File: src/rtl/demux_fifo_if.sv
// Handshake bundle for demux_fifo: one producer stream in, two consumer streams out.
// Optional statistics signals exist only when DEMUX_FIFO_STATS_EN is defined.
interface demux_fifo_if #(
    parameter int WIDTH = 1,
    parameter int DEPTH = 2
);
    localparam int LW = $clog2(DEPTH) + 1;

    logic [WIDTH-1:0] in_data;
    logic             in_valid;
    logic             in_ready;
    logic             sel;
    logic [WIDTH-1:0] a_data;
    logic             a_valid;
    logic             a_ready;
    logic [WIDTH-1:0] b_data;
    logic             b_valid;
    logic             b_ready;
    logic [LW-1:0]    a_level;
    logic [LW-1:0]    b_level;
`ifdef DEMUX_FIFO_STATS_EN
    logic [15:0]      a_count;
    logic [15:0]      b_count;
    logic             drop_sel_x;
`endif

    // master = producer plus both consumers; slave = the demux itself
    modport master (
        output in_data, in_valid, sel, a_ready, b_ready,
`ifdef DEMUX_FIFO_STATS_EN
        input  a_count, b_count, drop_sel_x,
`endif
        input  in_ready, a_data, a_valid, b_data, b_valid, a_level, b_level
    );

    modport slave (
        input  in_data, in_valid, sel, a_ready, b_ready,
`ifdef DEMUX_FIFO_STATS_EN
        output a_count, b_count, drop_sel_x,
`endif
        output in_ready, a_data, a_valid, b_data, b_valid, a_level, b_level
    );
endinterface

File: src/rtl/demux_fifo.sv
// 1-to-2 stream steering with an independent DEPTH-entry FIFO per output channel.
// Define DEMUX_FIFO_STATS_EN to add per-channel pop counters and a sticky SEL-unknown flag.
module demux_fifo #(
    parameter int WIDTH = 1,
    parameter int DEPTH = 2
) (
    input  logic          clk,
    input  logic          rst,
    demux_fifo_if.slave   bus
);
    localparam int PW = $clog2(DEPTH);
    localparam int LW = PW + 1;
    localparam logic [LW-1:0] FULL_LEVEL = LW'(DEPTH);

    logic             sel_a;
    logic             sel_b;
    logic             push_en;
    logic [1:0]       chan_sel;
    logic [1:0]       chan_ready;
    logic [1:0]       chan_valid;
    logic [1:0]       full;
    logic [1:0]       push;
    logic [1:0]       pop;
    logic [WIDTH-1:0] head  [2];
    logic [LW-1:0]    level [2];

    // Case equality so an unknown SEL selects neither channel and blocks the push
    assign sel_a      = (bus.sel === 1'b0);
    assign sel_b      = (bus.sel === 1'b1);
    assign chan_sel   = {sel_b, sel_a};
    assign chan_ready = {bus.b_ready, bus.a_ready};

    // Only SEL and registered levels feed in_ready; pops this cycle never free space early
    assign bus.in_ready = (sel_a & ~full[0]) | (sel_b & ~full[1]);
    assign push_en      = bus.in_valid & bus.in_ready;

    genvar gi;
    generate
        for (gi = 0; gi < 2; gi++) begin : g_chan
            logic [WIDTH-1:0] mem_reg [DEPTH];
            logic [PW-1:0]    wr_ptr_reg;
            logic [PW-1:0]    rd_ptr_reg;
            logic [LW-1:0]    level_reg;

            assign full[gi]       = (level_reg == FULL_LEVEL);
            assign chan_valid[gi] = (level_reg != '0);
            assign push[gi]       = push_en & chan_sel[gi];
            assign pop[gi]        = chan_valid[gi] & chan_ready[gi];
            assign head[gi]       = mem_reg[rd_ptr_reg];
            assign level[gi]      = level_reg;

            always_ff @(posedge clk or posedge rst) begin
                if (rst) begin
                    for (int i = 0; i < DEPTH; i++) begin
                        mem_reg[i] <= '0;
                    end
                    wr_ptr_reg <= '0;
                    rd_ptr_reg <= '0;
                    level_reg  <= '0;
                end else begin
                    if (push[gi]) begin
                        mem_reg[wr_ptr_reg] <= bus.in_data;
                        wr_ptr_reg          <= wr_ptr_reg + 1'b1;
                    end
                    if (pop[gi]) begin
                        rd_ptr_reg <= rd_ptr_reg + 1'b1;
                    end
                    if (push[gi] && !pop[gi]) begin
                        level_reg <= level_reg + 1'b1;
                    end else if (!push[gi] && pop[gi]) begin
                        level_reg <= level_reg - 1'b1;
                    end
                end
            end
        end
    endgenerate

    assign bus.a_data  = head[0];
    assign bus.b_data  = head[1];
    assign bus.a_valid = chan_valid[0];
    assign bus.b_valid = chan_valid[1];
    assign bus.a_level = level[0];
    assign bus.b_level = level[1];

`ifdef DEMUX_FIFO_STATS_EN
    logic [15:0] pop_count [2];
    logic        drop_sel_x_reg;

    generate
        for (gi = 0; gi < 2; gi++) begin : g_stats
            logic [15:0] count_reg;

            assign pop_count[gi] = count_reg;

            always_ff @(posedge clk or posedge rst) begin
                if (rst) begin
                    count_reg <= '0;
                end else if (pop[gi]) begin
                    count_reg <= count_reg + 16'd1;
                end
            end
        end
    endgenerate

    always_ff @(posedge clk or posedge rst) begin
        if (rst) begin
            drop_sel_x_reg <= 1'b0;
        end else if (bus.in_valid && !sel_a && !sel_b) begin
            drop_sel_x_reg <= 1'b1;
        end
    end

    assign bus.a_count    = pop_count[0];
    assign bus.b_count    = pop_count[1];
    assign bus.drop_sel_x = drop_sel_x_reg;
`endif
endmodule

File: src/flat_wrapper.sv
// flat-port wrapper written by rule: the top's interface ports become plain ports
module demux_fifo_flat 
#(
    parameter int WIDTH = 1,
    parameter int DEPTH = 2
)
  (clk, rst, bus_in_data, bus_in_valid, bus_sel, bus_a_ready, bus_b_ready, bus_in_ready, bus_a_data, bus_a_valid, bus_b_data, bus_b_valid, bus_a_level, bus_b_level);
  demux_fifo_if #(.WIDTH(WIDTH), .DEPTH(DEPTH)) bus_i ();
  input  logic clk;
  input  logic rst;
  input wire logic [$bits(bus_i.in_data)-1:0] bus_in_data;
  input wire logic [$bits(bus_i.in_valid)-1:0] bus_in_valid;
  input wire logic [$bits(bus_i.sel)-1:0] bus_sel;
  input wire logic [$bits(bus_i.a_ready)-1:0] bus_a_ready;
  input wire logic [$bits(bus_i.b_ready)-1:0] bus_b_ready;
  output wire logic [$bits(bus_i.in_ready)-1:0] bus_in_ready;
  output wire logic [$bits(bus_i.a_data)-1:0] bus_a_data;
  output wire logic [$bits(bus_i.a_valid)-1:0] bus_a_valid;
  output wire logic [$bits(bus_i.b_data)-1:0] bus_b_data;
  output wire logic [$bits(bus_i.b_valid)-1:0] bus_b_valid;
  output wire logic [$bits(bus_i.a_level)-1:0] bus_a_level;
  output wire logic [$bits(bus_i.b_level)-1:0] bus_b_level;
  assign bus_i.in_data = bus_in_data;
  assign bus_i.in_valid = bus_in_valid;
  assign bus_i.sel = bus_sel;
  assign bus_i.a_ready = bus_a_ready;
  assign bus_i.b_ready = bus_b_ready;
  assign bus_in_ready = bus_i.in_ready;
  assign bus_a_data = bus_i.a_data;
  assign bus_a_valid = bus_i.a_valid;
  assign bus_b_data = bus_i.b_data;
  assign bus_b_valid = bus_i.b_valid;
  assign bus_a_level = bus_i.a_level;
  assign bus_b_level = bus_i.b_level;
  demux_fifo #(.WIDTH(WIDTH), .DEPTH(DEPTH)) u_core (.clk(clk), .rst(rst), .bus(bus_i));
endmodule
File: config.mk
export PLATFORM = sky130hd
export DESIGN_NAME = demux_fifo_flat
export DESIGN_NICKNAME = d
export VERILOG_FILES = /design/src/rtl/demux_fifo_if.sv /design/src/rtl/demux_fifo.sv /design/src/flat_wrapper.sv
export SDC_FILE = /design/constraint.sdc
export NUM_CORES = 1
export LEC_CHECK = 0
export CORE_MARGIN = 3
export CORE_UTILIZATION = 40
export DETAILED_ROUTE_END_ITERATION = 8
export PLACE_DENSITY = 0.68
export SETUP_SLACK_MARGIN = 0.1
export SLEW_MARGIN = 10
export SYNTH_ARGS = -nofsm -noshare
export SYNTH_HDL_FRONTEND = slang
export SYNTH_SLANG_ARGS = --single-unit
File: constraint.sdc
create_clock -name clk -period 1.67 [get_ports clk]
set_input_delay 0.334 -clock clk [delete_from_list [all_inputs] [get_ports clk]]
set_output_delay 0.334 -clock clk [all_outputs]
set_load 0.03 [all_outputs]
==> summary.txt <==
Setup path
  • CP cell instances: buf_6, nor2b_4, a21oi_2, buf_6
  • Worst r2r src: u_core.bus.a_level[1]$_DFFE_PP0P_
  • Req. time, crit path: 1.34 ns
  • FF-to-FF End: u_core.bus.a_level[0]$_DFFE_PP0P_
  • Critical Path AT: 1.21 ns
  • Setup CP Type: reg2out
  • Worst r2r path cells: 5
  • Worst Path Max Fanout: 3
  • Crit start category: flop
  • R2R setup slack: 0.13 ns
  • Slowest stage cell, crit path: dfrtp_1
  • Most frequent CP cell: buf_6
  • Setup crit end kind: output port
  • CP peak stage delay: 0.41 ns

Pwr
  • Psw: 0.8048 mW
  • Comb pwr share: 0.588
  • Leakage Power: 0.4203 nW
  • Switch share: 0.4140
  • Clock power frac: 0.119
  • Sequential share of power: 0.294
  • Worst VDD drop: 1173 µV
  • Pwr Density: 2140 nW/µm²
  • Overall power: 1.944 mW
  • P_int: 1.139 mW

Logic synthesis
  • Syn Std Cell Area: 618.1 µm²
  • Synthesized net count: 58
  • Post-Syn Area per Cell: 12.61 µm²
  • Warnings from Yosys: 0
  • Main area contributors after synthesis: dfrtp_1 (49%), xor2_1 (8.5%), mux2_1 (7.3%)
  • Yosys cell types: 19
  • Largest area contributor in the netlist: dfrtp_1
  • Sequential cell area fraction in the yosys report: 0.4858
  • Synth top area share: 0.4858
  • Mapped Cells: 49
  • FF+latch count, synth: 12

Routing
  • Drt total wl: 1313 µm
  • Number of DRC markers in iteration 0: 4
  • Post-route ant nets: 0
  • TritonRoute pass-1 iters: 2
  • Vias after detailed routing: 458
  • Post-DR wirelength/cell: 14.12 µm
  • Post-route DRC: 0
  • DR vias/cell: 4.925

Clocking
  • Skew-Pair Late Insertion Delay: 0.27 ns
  • CTS Buf Count: 3
  • H-tree depth: 1
  • Clock-pin slew on the worst setup and hold paths: 0.08 ns
  • Clock buffer depth: 2
  • Clk sinks: 12
  • CTS tree: yes
  • CTS root buffer: clkbuf_4

Layout
  • Layout cells sized above 1: 0.4615
  • # diodes: 0
  • Max reg flops: 4
  • Final instance area: 908.4 µm²
  • Final Non-Filler Cells: 93
  • Nets: 88
  • Layout area overhead: 46.96%

Placed design
  • Dpl hpwl: 859.7 µm
  • Placer Congestion: 0.7446
  • Post-DP Area: 829.5 µm²
  • Port bufs: 15
  • Pre-CTS setup slack: -0.1554 ns
  • DP Cell Count: 84

Die
  • Initial Utilization: 0.4524
  • IO Count: 16
  • # rows: 13
  • Die Area: 2053 µm²
  • Die Y: 45.31 µm
  • Core area: 1366 µm²
  • Die width: 45.31 µm

Timing
  • Fin crit share: 0.9263
  • # setup viols final: 0
  • Final slew viol count: 0
  • Worst-margin pin slew: 0.4693 ns
  • Final Hold Violating Endpoints: 0
  • Skew final: 0.001184 ns
  • RSZ-0062 raised after global routing: true
  • Worst rel slew slack: 0.6868
  • Final WS setup: 0.1232 ns
  • FMAX: 646.5 MHz
  • Tmin final: 1.547 ns
  • Min Hold Slack: 0.3658 ns

Job
  • Max Cap Viol: 0

Global routing
  • GRT Util Overall: 0.1586
  • Total global routing overflow: 0
  • Largest net degree at the start of global routing: 13
  • Vias in the first global route: 481
  • Antenna violations before repair: 0
  • Global-route wire length before repair: 2242 µm

Run status
  • Status: finished, final reports clean

Hold path
  • Class of the worst hold path: in2async
==> power groups by stage <==
stage | clock (mW) | sequential (mW) | combinational [mW]
finish | 0.231 | 0.571 | 1.14
floorplan | 0 | 0.682 | 0.575
detailed placement | 0 | 0.565 | 1.09
global route | 0.257 | 0.592 | 1.23
CTS | 0.240 | 0.571 | 1.10
global placement | 0 | 0.563 | 1.07
==> layout by cell type, fill, tap and decap left out, types with 2 or more instances in the layout <==
| master | Yosys | final |
|---|---|---|
| dfrtp_1 | 12 | 9 |
| buf_4 | 0 | 8 |
| xor2_1 | 6 | 6 |
| clkdlybuf4s50_1 | 0 | 5 |
| dlygate4sd2_1 | 0 | 5 |
| xnor2_1 | 4 | 4 |
| mux2_1 | 4 | 4 |
| buf_2 | 0 | 4 |
| nand2_1 | 3 | 3 |
| clkbuf_4 | 0 | 3 |
| buf_6 | 0 | 3 |
| dfrtp_2 | 0 | 3 |
| nor3b_2 | 2 | 2 |
| or2_4 | 0 | 2 |
| mux2_2 | 2 | 2 |
| nor2_1 | 3 | 2 |
| ha_1 | 2 | 2 |
==> cells by family (layout without fill, tap and decap cells) <==
| logic type | count (synthesis) | in the layout | synth area share |
|---|---|---|---|
| DFF | 12 | 12 | 0.4858 |
| and+or+nand+nor | 17 | 17 | 0.2085 |
| AOI/OAI and AO/OA | 1 | 1 | 0.008089 |
| xor gates and xnor gates | 10 | 10 | 0.1417 |
| muxes | 6 | 6 | 0.1093 |
| adders and majority gates | 2 | 2 | 0.04048 |
| buffers and inverters | 1 | 30 | 0.006067 |
==> cell type report <==
cell class                      count  area, µm²
Tap cell                           15      18.77
Timing Repair Buffer               25      207.7
Sequential cell                    12      304.0
Clock buffer                        4      36.28
Fill cell                         114      457.9
Inverter                            1      3.754
Multi-Input combinational cell     36      337.8
==> worst max-delay path: cells and delay by family, from the launching register on <==
family | cells | cell delay (ns)
DFF | 1 | 0.41
AOI/OAI and AO/OA | 1 | 0.13
buffers and inverters | 2 | 0.27
and+or+nand+nor | 1 | 0.13
==> cell usage after synthesis <==
master / count
mux2_2: 2
inv_1: 1
nand2b_1: 1
nor3_2: 1
nor2b_4: 1
nand2_1: 3
ha_1: 2
xnor2_1: 4
nor2_1: 3
dfrtp_1: 12
nor2_2: 1
mux2_1: 4
or2_1: 2
nor2b_2: 1
xor2_1: 6
nand4b_1: 1
nor4b_2: 1
nor3b_2: 2
a21oi_1: 1
==> per-layer routing <==
layer	vias to the layer above	GRT usage	wire length [µm]
met2	11	0.2316	631
met3	0	0.06375	71
met1	225	0.2192	610
met4	0	0.03509	0
met5	-	0	0
li1	222	-	-
==> per-stage QoR <==
step	utilization	setup TNS, ns
floorplan	-	0
global placement	0.6071	-0.2077
detailed placement	0.6071	-0.2940
CTS	0.6566	0
global route	0.6648	0
finish	0.6648	0
==> what timing repair did <==
action | 4_1_cts | 5_1_grt
gates resized for setup | 28 | 5
gates cloned | 0 | 0
pin swaps | 2 | 3
buffers inserted | 2 | 3
endpoints found under the setup margin | 9 | 5
hold buffers | 0 | 0
==> worst max path at each step <==
stage | to | slack (ns) | cells after the start | startpoint
after CTS | bus_a_data | 0.06 | 2 | u_core.g_chan[0].rd_ptr_reg$_DFFE_PP0P_
after global placement | u_core.bus.b_level[1]$_DFFE_PP0P_ | -0.10 | 6 | bus_sel
after floorplan | u_core.bus.a_level[1]$_DFFE_PP0P_ | 0.10 | 6 | u_core.bus.a_level[1]$_DFFE_PP0P_
after detailed placement | u_core.bus.b_level[1]$_DFFE_PP0P_ | -0.16 | 7 | bus_sel
final | bus_in_ready | 0.12 | 4 | u_core.bus.b_level[1]$_DFFE_PP0P_
after global routing | u_core.bus.a_level[0]$_DFFE_PP0P_ | 0.04 | 5 | u_core.bus.a_level[1]$_DFFE_PP0P_
Power figures use the tool's default switching activity.
